**src/rtl/wallace_mult_pipe.sv**
```systemverilog
// -----------------------------------------------------------------------------
// wallace_mult_pipe
//   Pipelined WIDTH x WIDTH Wallace-tree multiplier with a per-operation
//   signed/unsigned mode and an elastic valid/ready pipeline (1 result/cycle,
//   full backpressure, no skid buffer).
//
//   Datapath: partial products (Baugh-Wooley form in signed mode) are reduced
//   with 3:2 carry-save layers down to two rows, followed by one carry-propagate
//   add. The first stage builds the partial products and runs the first
//   layers. The remaining layers are spread over the middle stages. The last
//   stage does the final add. With PIPE_STAGES=1 the whole tree feeds one
//   output register.
//
// Ports
//   clk        rising-edge clock
//   rst_n      asynchronous active-low reset (control and output only)
//   in_valid   operand pair a/b/is_signed is valid
//   in_ready   block can accept an operand pair this cycle
//   a, b       multiplicand / multiplier, WIDTH bits
//   is_signed  1 = two's-complement operands, 0 = unsigned
//   out_valid  prod holds a valid result
//   out_ready  downstream accepts prod this cycle
//   prod       2*WIDTH-bit product
// -----------------------------------------------------------------------------
module wallace_mult_pipe #(
  parameter int WIDTH       = 8,
  parameter int PIPE_STAGES = 3
) (
  input  logic                 clk,
  input  logic                 rst_n,
  input  logic                 in_valid,
  output logic                 in_ready,
  input  logic [WIDTH-1:0]     a,
  input  logic [WIDTH-1:0]     b,
  input  logic                 is_signed,
  output logic                 out_valid,
  input  logic                 out_ready,
  output logic [2*WIDTH-1:0]   prod
);

  localparam int PW    = 2 * WIDTH;
  // One row per multiplier bit plus one row for the Baugh-Wooley constants.
  localparam int NROWS = WIDTH + 1;

  typedef logic [PW-1:0]             row_t;
  typedef logic [NROWS-1:0][PW-1:0]  rows_t;

  // Rows left after one 3:2 layer: each full group of three becomes two.
  function automatic int next_rows(input int n);
    return (n / 3) * 2 + (n % 3);
  endfunction

  function automatic int count_layers(input int n0);
    int n;
    int l;
    n = n0;
    l = 0;
    for (int i = 0; i < NROWS; i++) begin
      if (n > 2) begin
        n = next_rows(n);
        l++;
      end
    end
    return l;
  endfunction

  // Number of live rows entering layer 'layer'.
  function automatic int rows_before(input int layer);
    int n;
    n = NROWS;
    for (int i = 0; i < NROWS; i++) begin
      if (i < layer && n > 2) n = next_rows(n);
    end
    return n;
  endfunction

  localparam int LAYERS  = count_layers(NROWS);
  localparam int TREE_ST = (PIPE_STAGES > 1) ? PIPE_STAGES - 1 : 1;

  // First layer of tree stage s; rounding up front-loads the first stage.
  function automatic int layer_lo(input int s);
    return (s * LAYERS + TREE_ST - 1) / TREE_ST;
  endfunction

  // Partial-product rows. In signed mode the terms pairing exactly one sign
  // bit are inverted and 1s are added at columns WIDTH and 2*WIDTH-1; the
  // result is then the two's-complement product modulo 2^(2*WIDTH).
  function automatic rows_t pp_gen(input logic [WIDTH-1:0] x,
                                   input logic [WIDTH-1:0] y,
                                   input logic             sgn);
    rows_t r;
    logic  pb;
    r = '0;
    for (int i = 0; i < WIDTH; i++) begin
      for (int j = 0; j < WIDTH; j++) begin
        pb = x[j] & y[i];
        if (sgn && ((i == WIDTH - 1) != (j == WIDTH - 1))) pb = ~pb;
        r[i][i+j] = pb;
      end
    end
    if (sgn) begin
      r[WIDTH][WIDTH] = 1'b1;
      r[WIDTH][PW-1]  = 1'b1;
    end
    return r;
  endfunction

  // One Wallace layer over n live rows: full adders on each group of three,
  // leftover rows pass straight through. Carries out of the top column are
  // dropped, which is exact modulo 2^(2*WIDTH).
  function automatic rows_t csa_layer(input rows_t r, input int n);
    rows_t o;
    int    g;
    o = '0;
    g = n / 3;
    for (int i = 0; i < NROWS / 3; i++) begin
      if (i < g) begin
        o[2*i]   = r[3*i] ^ r[3*i+1] ^ r[3*i+2];
        o[2*i+1] = ((r[3*i] & r[3*i+1]) | (r[3*i] & r[3*i+2]) |
                    (r[3*i+1] & r[3*i+2])) << 1;
      end
    end
    for (int i = 0; i < 2; i++) begin
      if (i < n - 3 * g) o[2*g+i] = r[3*g+i];
    end
    return o;
  endfunction

  // Rows beyond the last two are always zero once the tree is complete.
  function automatic row_t cpa(input rows_t r);
    return r[0] + r[1];
  endfunction

  logic [PIPE_STAGES-1:0] vld_q;
  logic [PIPE_STAGES-1:0] vld_d;
  logic [PIPE_STAGES-1:0] adv;
  logic [PIPE_STAGES-1:0] ld;
  row_t                   prod_d;
  row_t                   prod_q;
  rows_t                  cpa_in;

  // Stage k may advance when downstream accepts or any stage from k onwards
  // holds a bubble; ld[k] additionally needs valid data arriving.
  always_comb begin
    logic                 room;
    logic [PIPE_STAGES:0] up;
    room  = out_ready;
    adv   = '0;
    ld    = '0;
    vld_d = vld_q;
    up    = {vld_q, in_valid};
    for (int k = PIPE_STAGES - 1; k >= 0; k--) begin
      room   = room | ~vld_q[k];
      adv[k] = room;
    end
    for (int k = 0; k < PIPE_STAGES; k++) begin
      if (adv[k]) vld_d[k] = up[k];
      ld[k] = adv[k] & up[k];
    end
  end

  for (genvar s = 0; s < TREE_ST; s++) begin : g_tree
    localparam int LO = layer_lo(s);
    localparam int HI = layer_lo(s + 1);
    rows_t st_in;
    rows_t st_d;

    if (s == 0) begin : g_src
      assign st_in = pp_gen(a, b, is_signed);
    end else begin : g_src
      assign st_in = g_tree[s-1].g_reg.st_q;
    end

    always_comb begin
      st_d = st_in;
      for (int l = LO; l < HI; l++) st_d = csa_layer(st_d, rows_before(l));
    end

    // ---- stage boundary: carry-save rows registered after tree stage s ----
    if (PIPE_STAGES > 1) begin : g_reg
      rows_t st_q;
      always_ff @(posedge clk) begin
        if (ld[s]) st_q <= st_d;
      end
    end
  end

  if (PIPE_STAGES > 1) begin : g_cpa_src
    assign cpa_in = g_tree[TREE_ST-1].g_reg.st_q;
  end else begin : g_cpa_src
    assign cpa_in = g_tree[0].st_d;
  end

  always_comb begin
    prod_d = cpa(cpa_in);
  end

  // ---- stage boundary: output register and all valid bits ----
  always_ff @(posedge clk or negedge rst_n) begin
    if (!rst_n) begin
      vld_q  <= '0;
      prod_q <= '0;
    end else begin
      vld_q <= vld_d;
      if (ld[PIPE_STAGES-1]) prod_q <= prod_d;
    end
  end

  assign in_ready  = adv[0];
  assign out_valid = vld_q[PIPE_STAGES-1];
  assign prod      = prod_q;

endmodule

```
**config.mk**
```make
export PLATFORM = sky130hd
export DESIGN_NAME = wallace_mult_pipe
export DESIGN_NICKNAME = d
export VERILOG_FILES = /design/src/rtl/wallace_mult_pipe.sv
export SDC_FILE = /design/constraint.sdc
export NUM_CORES = 1
export LEC_CHECK = 0
export CAP_MARGIN = 20
export CORE_MARGIN = 2
export CORE_UTILIZATION = 55
export CTS_BUF_LIST = sky130_fd_sc_hd__clkbuf_16
export CTS_CLUSTER_DIAMETER = 150
export DETAILED_ROUTE_END_ITERATION = 8
export GPL_TIMING_DRIVEN = 0
export PLACE_DENSITY = 0.76
export SLEW_MARGIN = 20
export SYNTH_ARGS = -nofsm -noshare
export SYNTH_HDL_FRONTEND = slang
export SYNTH_SLANG_ARGS = --single-unit
```
**constraint.sdc**
```tcl
create_clock -name clk -period 2.3 [get_ports clk]
set_clock_uncertainty 0.15 [all_clocks]
set_input_delay 0.69 -clock clk [delete_from_list [all_inputs] [get_ports clk]]
set_output_delay 0.69 -clock clk [all_outputs]
set_load 0.05 [all_outputs]
```
# Yosys cells after proc, flatten, opt, wreduce, memory -nomap -nowiden
# Index checks and enable logic that the tools add are counted.
[totals] register_bits=107 ramBits=0 memories=0 elab_cells=162 romBits=0 latchBits=0
[classes] n_bitwise=136 n_shift=0 eq_ne=0 mux=15 mul=0 n_lt_le_gt_ge=0 addsub=1 div=0 n_reduce_logical=0
[op_table] op="bitwise OR 15 bit" n=8
[op_table] op="bitwise AND 1 bit" n=67
[op_table] op="bitwise AND 14 x 15 -> 15 bit" n=4
[op_table] op="bitwise AND 15 bit" n=4
[op_table] op="bitwise XOR 16 bit" n=3
[op_table] op="bitwise XOR 14 x 16 -> 16 bit" n=2
[op_table] op="bitwise AND 11 x 13 -> 13 bit" n=2
[op_table] op="bitwise OR 13 bit" n=2
[op_table] op="NOT 1 bit" n=17
[op_table] op="adder 16 bit" n=1
[op_table] op="bitwise XOR 15 x 16 -> 16 bit" n=1
[op_table] op="bitwise AND 13 x 15 -> 15 bit" n=1
[op_table] op="bitwise AND 15 x 9 -> 15 bit" n=1
[op_table] op="2-to-1 mux 1 bit" n=15
[op_table] op="bitwise XOR 14 x 15 -> 15 bit" n=1
[op_table] op="bitwise AND 13 x 14 -> 14 bit" n=1
[op_table] op="bitwise AND 14 x 9 -> 14 bit" n=1
[op_table] op="bitwise XOR 13 x 14 -> 14 bit" n=1
[op_table] op="bitwise AND 10 x 13 -> 13 bit" n=1
[op_table] op="bitwise AND 12 x 13 -> 13 bit" n=1
[op_table] op="bitwise OR 11 x 13 -> 13 bit" n=1
[op_table] op="bitwise OR 12 x 13 -> 13 bit" n=1
[op_table] op="bitwise XOR 11 x 13 -> 13 bit" n=1
[op_table] op="bitwise XOR 12 x 13 -> 13 bit" n=1
[op_table] op="12 further kinds" n=14

# Longest topological paths before layout
[logic_depth] depth_word=9 mapped_depth=8 ltp_nobuf=8

# Worst setup path after synthesis
# Ideal clock, no wire load.
[synth_path] path_type="register to register" startpoint="register vld_q[2]" endpoint="register g_tree[0].g_reg.st_q[0] (netlist name), enable pin" path_buffers=0 stages_incl_launch_ff=4 setup_ps=402 required_ps=1748 t_arrival_ps=2274 synth_period_minus_slack_ps=2826 setup_slack_ps=-526 path_cell_list="dfrtp_1 -> nor2b_1 -> nand3_1 -> and2_1"
[synth_via] elab_chain_cells=5
[synth_lines] item="start, declared" line_no="134" rtl="logic [PIPE_STAGES-1:0] vld_q;"
[synth_lines] item="start signal, assigned" line_no="204" rtl="vld_q <= vld_d;"
[synth_lines] item="NOT 1 bit" line_no="153" rtl="room = room | ~vld_q[k];"
[synth_lines] item="bitwise OR 1 bit (3 in series)" line_no="153"
[synth_lines] item="via in_ready" line_no="32" rtl="output logic in_ready,"
[synth_lines] item="bitwise AND 1 bit" line_no="158" rtl="ld[k] = adv[k] & up[k];"
[synth_lines] item="via ld[0]" line_no="137" rtl="logic [PIPE_STAGES-1:0] ld;"
[synth_lines] item="end signal, assigned" line_no="183" rtl="if (ld[s]) st_q <= st_d;"
[synth_lines] item="end, declared" line_no="181" rtl="rows_t st_q;"
# The timed path passes the listed nets, and every way through them passes these cells.
# A chain may end at the register's enable or synchronous reset.

==> impl_results.md <==
* Post-synth EDFFs at 68
* Combinational power share at 0.332
* CP max stage cell: fa_1
* FF-to-FF path depth at 8
* Worst EP arrival at 2.18 ns
* Synth area leader: edfxtp_1
* Worst hold path class: reg2reg
* Switch share at 0.3412
* Nets at 503
* Worst slew pin tran at 0.8259 ns
* Post-synth top flop: edfxtp_1
* Non-filler cells, final at 524
* Final Hold Fails at 0
* Top post-synthesis cells by area: edfxtp_1 (42%), fa_1 (16%), dfrtp_1 (9.9%)
* Initial Util at 0.5596
* Total clock sinks at 87
* Clock Pin Slew Worst Setup and Hold Paths at 0.06 ns
* FP Rows at 34
* Final Util at 0.6497
* Slew margin rel. at 0.4477
* Hold depth at 0
* IO Port Bufs at 36
* Post-synthesis sequential area ratio at 0.5235
* Crit-path cells: dlygate4sd2_1 > and2_1 > fa_1 > fa_1
* 1st-iter DRT viols at 63
* Vias per cell at 5.214
* Status: complete, no violations
* GP Congestion at 0.8687
* CP bufs+invs at 1
* CTS tree: yes
* Antenna Nets Post-Route at 0
* Fin area at 5583 um^2
* CP delay by family, top: adder cells
* Largest net degree at the start of global routing at 42
* WS Path Type: in2reg
* Critical Path Stages at 4
* Leak at 0.002391 uW
* Total iterations of the first detailed-routing run at 4
* Clock power frac at 0.238
* Syn nets at 453
* Placed cell count at 505
* Yosys reg bits at 87
* Post-synth ARST share at 0.2184
* Vias in the first global route at 2830
* Overflow after GRT at 0
* Setup_tns at 0 ns
* Endpoints failing setup at 0
* Layout cells sized above 1 at 0.09135
* Post-DP Area at 5320 um^2
* Gate Count Post-Synth at 361
* Post-DR wirelength/cell at 14.75 um
* Drt drc at 0
* Syn avg cell area at 13.32 um^2
* Placeable Area at 8593 um^2
* # fillers at 662
* Synthesis warning total at 0
* Horiz. Die Dim at 97.50 um
* Post-Syn Area at 4808 um^2
* Power per Cell Area at 934.5 nW/um^2
* Pint at 3437 uW
* Ant diodes at 0
* Required time of the critical path at 2.21 ns
* Startpoint types: primary input
* Cts bufs inserted at 9
* GRT Util Overall at 0.1787
* Htree depth at 3
* Switching power total at 1780 uW
* Layout area overhead at 16.11%
* CP max stage delay at 0.52 ns
* RSZ-0062 raised after global routing: no
* Hold buffers post-CTS at 0
* Max IR drop VDD at 0.4380 mV
* Most frequent cells after synthesis: edfxtp_1 (68), nand2_1 (54), and2_1 (47), fa_1 (38), ha_1 (33)
* Tcrit/Tclk final at 0.9866
* Number of library cell types mapped by synthesis at 34
* Via count at 2732
* Die height at 97.50 um
* Sequential Power Share at 0.429
* Most common cell in the netlist: edfxtp_1
* DP Wirelength at 5776 um
* First-pass GRT wire length at 13370 um
* Crit Path Max Fanout at 8
* Max-slew violation count at 0
* Achievable Freq at 440.7 MHz
* Longest Clk Path Bufs at 2
* Final WL at 7727 um
* Top cell type's share of synthesized area at 0.4247
* Die area at 9506 um^2
* Most used cell, CP: fa_1
* I/O pin count at 39
* Root Driver: clkbuf_16
* Minimum clock period at 2.269 ns
* CP endpoint kind: register
* Clk Latency, worst-skew pair at 0.33 ns
* Max cap viols at 0
* Initial antenna violation count at 0
[state kept, by name, indices dropped and copies added (netlist names)]
register and count:
prod 16, cpa_in 27, g_tree.g_reg.st_q 41, vld_q 3
[cells by family (layout without fill, tap and decap cells)]
kind of cell	after synthesis	after routing	share of synthesized area
simple gates	126	126	0.1327
flops	87	87	0.5236
fa+ha+maj	71	71	0.2441
compound gates	31	31	0.04267
buf+inv	26	81	0.02056
xor+xnor	20	20	0.03643
[final timing paths]
path | from | end | slack [ns]
setup reg to reg | cpa_in[5] | prod[15] | 0.28
hold reg to reg | g_tree[0].g_reg.st_q[1] | cpa_in[1] | 0.27
max in group asynchronous | rst_n | prod[11] | 0.80
hold / removal | g_tree[0].g_reg.st_q[1] | cpa_in[1] | 0.27
setup / recovery | b[1] | g_tree[0].g_reg.st_q[6] | 0.03
min in group asynchronous | rst_n | prod[12] | 0.69
[per-layer routing]
metal | global-route usage | up-vias | part of all wire
met2 | 0.2897 | 61 | 0.50
li1 | - | 1328 | -
met1 | 0.2385 | 1326 | 0.45
met3 | 0.03741 | 17 | 0.035
met5 | 0 | - | 0
met4 | 0.07158 | 0 | 0.023
[what timing repair did]
action,in CTS,in global routing
buffers inserted,2,1
resized for setup,59,9
setup endpoints to repair,72,11
pin swaps,3,2
[stage by stage]
step | hold WS [ns] | total power (uW) | setup WS [ns]
5_1_grt | 0.2924 | 5560 | 0.00002554
3_5_place_dp | 0.2545 | 4095 | -0.7237
3_3_place_gp | 0.2586 | 4018 | -0.6889
6_report | 0.2672 | 5217 | 0.03075
4_1_cts | 0.2689 | 5276 | -0.09989
2_1_floorplan | 0.2444 | 3530 | -0.05022
[area by class of cell]
type                    count  area [um^2]  share of cell area
clock buffers               9        225.2             0.04034
plain buffers               7        53.80            0.009637
flip-flops and latches     87         2517              0.4509
well taps                 108        135.1             0.02420
clock inverters             7        32.53            0.005827
repair buffers             39        336.6             0.06029
multi-input cells         248         2211              0.3960
inverters                  19        71.32             0.01277
[worst reg2reg max path, stage by stage, from the launching register on]
cell and delay [ns]:
edfxtp_1 0.33, ha_1 0.16, inv_1 0.05, fa_1 0.38
nand2b_1 0.20, a21oi_2 0.22, o211a_1 0.21, o41a_1 0.17
o21ai_2 0.06
[cells in the final DEF, fill, tap and decap left out, types with 2 or more instances in the layout]
master,count
nand3_1,3
inv_1,21
clkinv_1,2
ha_1,33
fa_1,38
nand2_1,54
dfrtp_1,19
clkdlybuf4s50_1,2
o211ai_1,4
nor2_1,3
dlygate4sd2_1,22
o21ai_1,3
a21oi_1,9
clkdlybuf4s15_2,3
and2_1,45
clkinv_2,2
nor3_1,4
clkbuf_8,2
xor2_1,5
nand4_1,3
clkbuf_2,5
buf_4,3
clkbuf_1,4
nand2b_1,6
clkbuf_16,9
o31ai_1,2
xnor2_1,14
edfxtp_1,68
o21ai_0,5
[power groups by stage]
stage / Combinational, uW / Clock [uW] / Sequential, uW
after floorplan: 877 / 0 / 2650
after global placement: 1750 / 0 / 2260
after detailed placement: 1810 / 0 / 2280
after CTS: 1750 / 1280 / 2250
after global routing: 1930 / 1340 / 2290
final: 1730 / 1240 / 2240
(Power assumes the default switching activity.)
==> RTL change 1 (same flow settings) <==
Change the parameter `PIPE_STAGES` from 3 to 6.
--- a/src/rtl/wallace_mult_pipe.sv
+++ b/src/rtl/wallace_mult_pipe.sv
@@ -25,5 +25,5 @@
 module wallace_mult_pipe #(
   parameter int WIDTH       = 8,
-  parameter int PIPE_STAGES = 3
+  parameter int PIPE_STAGES = 6
 ) (
   input  logic                 clk,
Formal check against the unedited RTL: not equivalent (Yosys sat finds a counterexample within 4 cycles, from zero or initial values and one cycle with rst_n low).
==> RTL change 1 against the original RTL <==
  * The flow now finishes with violations (negative setup slack)
  * Area after synthesis is 74% higher
  * Setup slack worse by 0.093 ns
  * Die area up 70%
  * Sequential cell count grew 118
  * Total power increased by 100%
  * Combinational power increased by 19%
  * Design area increased by 73%
  * Wire length grew 54%
  * Critical endpoint is now in_ready
==> RTL change 1: results (changes against the original RTL) <==
status complete, but fails checks; failing checks negative setup slack; post-route non-filler standard cell count 740 (+41%); Setup-failing EPs final 1 (+1); worst skew pair latency 0.47 ns (+0.14 ns); P_sw 0.00290 W (+63%); crit path DAT 1.52 ns (-0.66 ns); Netlist cell types 37 (+8.8%); PnR worst setup slack -0.0619 ns (-0.0927 ns); Synth Area in XOR/XNOR 2.10% (-1.5 points); layout cells sized above 1 9.96% (+0.83 points); Leakage 3.74 nW (+56%); post-CTS setup buffers 3 (+1); CTS sink count 205 (+140%); Async SR Flop Fraction 10.7% (-11 points); flop2flop setup slack 0.09 ns (-0.19 ns); Adder-Cell Fraction of Synth Area 14.0% (-10 points); EDFF count, synth 183 (+170%); Slew @ Worst Pin 1.04 ns (+0.212 ns); R2R Path Start vld_q[5]; placed cell area 8990 µm² (+69%); Commonest cells post-synth edfxtp_1, and2_1, nand2_1; R2R depth 5 (-3); storage element area 6050 µm² (+140%); max reg flops 156 (+280%); DR vias/cell 5.24 (+0.57%)
[RTL change 1: cell count changes after synthesis, sizes merged, moves of 2 or more]
cell,unedited run,this run
a21o,1,3
o2111ai,0,2
dfrtp,19,22
edfxtp,68,183
o211ai,5,2
and2,47,53
inv,19,4
nand2,54,51
[RTL change 1: worst reg2reg max path: stages (launching register included)]
cell and delay [ns]:
dfrtp_2 0.40, nor2b_4 0.13, nand4_1 0.13, nor2_4 0.06
buf_4 0.14, nor2b_4 0.79
[RTL change 1: power by group through the flow]
stage / combinational (W) / sequential [W] / clock [W]
global placement: 0.00196 / 0.00543 / 0
detailed placement: 0.00205 / 0.00548 / 0
finish: 0.00206 / 0.00540 / 0.00301
global route: 0.00229 / 0.00549 / 0.00322
floorplan: 0.000994 / 0.00583 / 0
CTS: 0.00201 / 0.00542 / 0.00308
[RTL change 1: metal layers]
layer | vias to the layer above | global-route usage [%] | share of wire, %
met4 | 0 | 5.37 | 2.1
met5 | - | 0 | 0
met2 | 116 | 28.5 | 53
met3 | 22 | 2.64 | 4.7
li1 | 1843 | - | -
met1 | 1899 | 17.9 | 40
[RTL change 1: layout make-up]
| class | instances | area share, % |
|---|---|---|
| multi-input cells | 255 | 23.9 |
| plain buffers | 7 | 0.517 |
| inverters | 4 | 0.155 |
| flip-flops and latches | 205 | 62.5 |
| clock buffers | 21 | 5.43 |
| well taps | 188 | 2.43 |
| clock inverters | 16 | 0.970 |
| repair buffers | 44 | 4.11 |
[RTL change 1: worst max-delay path by stage]
stage	endpoint	slack, ns	cells past startpoint
6_report	in_ready	-0.06	5
5_1_grt	in_ready	-0.20	5
4_1_cts	in_ready	-0.21	6
3_5_place_dp	in_ready	-1.28	6
3_3_place_gp	in_ready	-1.15	6
2_1_floorplan	in_ready	-0.01	4
==> RTL change 2 (same settings) <==
Without the edit above. Make the reset (`rst_n`) synchronous in one clocked block. Comments in the files are not updated.
--- a/src/rtl/wallace_mult_pipe.sv
+++ b/src/rtl/wallace_mult_pipe.sv
@@ -197,5 +197,5 @@
 
   // ---- stage boundary: output register and all valid bits ----
-  always_ff @(posedge clk or negedge rst_n) begin
+  always_ff @(posedge clk) begin
     if (!rst_n) begin
       vld_q  <= '0;
Behaviour: not the same (Yosys sat finds a counterexample within 4 cycles, from zero or initial values and one cycle with rst_n low; the reset may be asserted at any time).
==> RTL change 2 against the original RTL <==
  * Count of clock-buffer cells in the layout did not move
  * Sequential share of layout area decreased by 2.3 points
  * Maximum frequency increased by 0.48%
  * Setup slack gained 0.011 ns
  * Sequential power fell by 8%
  * Total power down 13%
  * Via count rose by 5.2%
  * Utilization is 0.96 points higher
  * Wire length grew 9.7%
  * Area after synthesis up 0.13%
  * Design area increased by 1.5%
  * Sequential cell count stayed put
==> RTL change 2: results (changes against the original RTL) <==
nets@finish 515 (+2.4%); GR Util met2 30.8% (+1.9 points); DR WL/cell 15.8 µm (+7.3%); flop2flop setup slack 0.20 ns (-0.08 ns); DR vias/cell 5.36 (+2.9%); Net Sw Frac 28.2% (-5.9 points); CTS resizes 58 (-1.7%); synth top area cells edfxtp_1, fa_1, ha_1; crit-path max cell delay 0.50 ns (-0.02 ns); dpl hpwl 6.33 mm (+9.6%); Max VDD drop 0.377 mV (-14%); Hold Crit Class flop to flop; sequential share of the synthesized area 50.3% (-2.0 points); Syn Nets 463 (+2.2%); Sequential Power 0.00207 W (-8%); status finished, final reports clean; max reg flops 41 (unchanged); post-CTS setup buffers 3 (+1); post-route non-filler standard cell count 536 (+2.3%); Adder-Cell Fraction of Synth Area 24.4% (-0.032 points); Cells after Synth 371 (+2.8%); Hold WS 0.272 ns (+0.00504 ns); r2r endpoint prod[13]; GRT Util Overall 18.3% (+0.42 points); WHS Endpoint cpa_in[2]; Slew @ Worst Pin 0.843 ns (+0.0169 ns); H-tree Lvls 3 (unchanged); layout cells sized above 1 11.7% (+2.5 points); Leakage 2.35 nW (-1.7%); Async SR Flop Fraction 0% (-22 points); crit path DAT 2.20 ns (+0.02 ns); largest net degree at the start of global routing 28 (-33%); CTS clk-pin slew, worst paths 0.06 ns (about the same); vias in the first global route 2903 (+2.6%); GPL Wtd Cong 0.921 (+6.0%); placed cell area 5380 µm² (+1.1%); DR iter-0 viols 96 (+52%); compound-cell area share of the yosys netlist 6.76% (+2.5 points); DR WL met2 4.13 mm (+8.1%); Place WS -0.786 ns (-0.0625 ns); Commonest cells post-synth edfxtp_1, and2_1, fa_1, nand2_1, ha_1; met1 Track Usage GR 23.8% (-0.071 points)
==> RTL change 2: worst max-delay path by stage <==
stage / from / to / slack (ns) / depth (start not counted)
3_5_place_dp: out_ready / in_ready / -0.79 / 4
3_3_place_gp: out_ready / in_ready / -0.73 / 4
6_report: b[4] / g_tree[0].g_reg.st_q[9] / 0.04 / 6
2_1_floorplan: a[7] / g_tree[0].g_reg.st_q[7] / -0.05 / 6
5_1_grt: b[0] / g_tree[0].g_reg.st_q[7] / 0.001 / 6
4_1_cts: b[2] / g_tree[0].g_reg.st_q[5] / 0.001 / 4
==> RTL change 2: area by class of cell <==
class,count,area (µm²)
Tap cell,108,135
Multi-Input combinational cell,251,2310
Sequential cell,87,2420
Fill cell,650,2930
Buffer,10,75.1
Timing Repair Buffer,40,334
Inverter,24,90.1
Clock inverter,7,73.8
Clock buffer,9,225
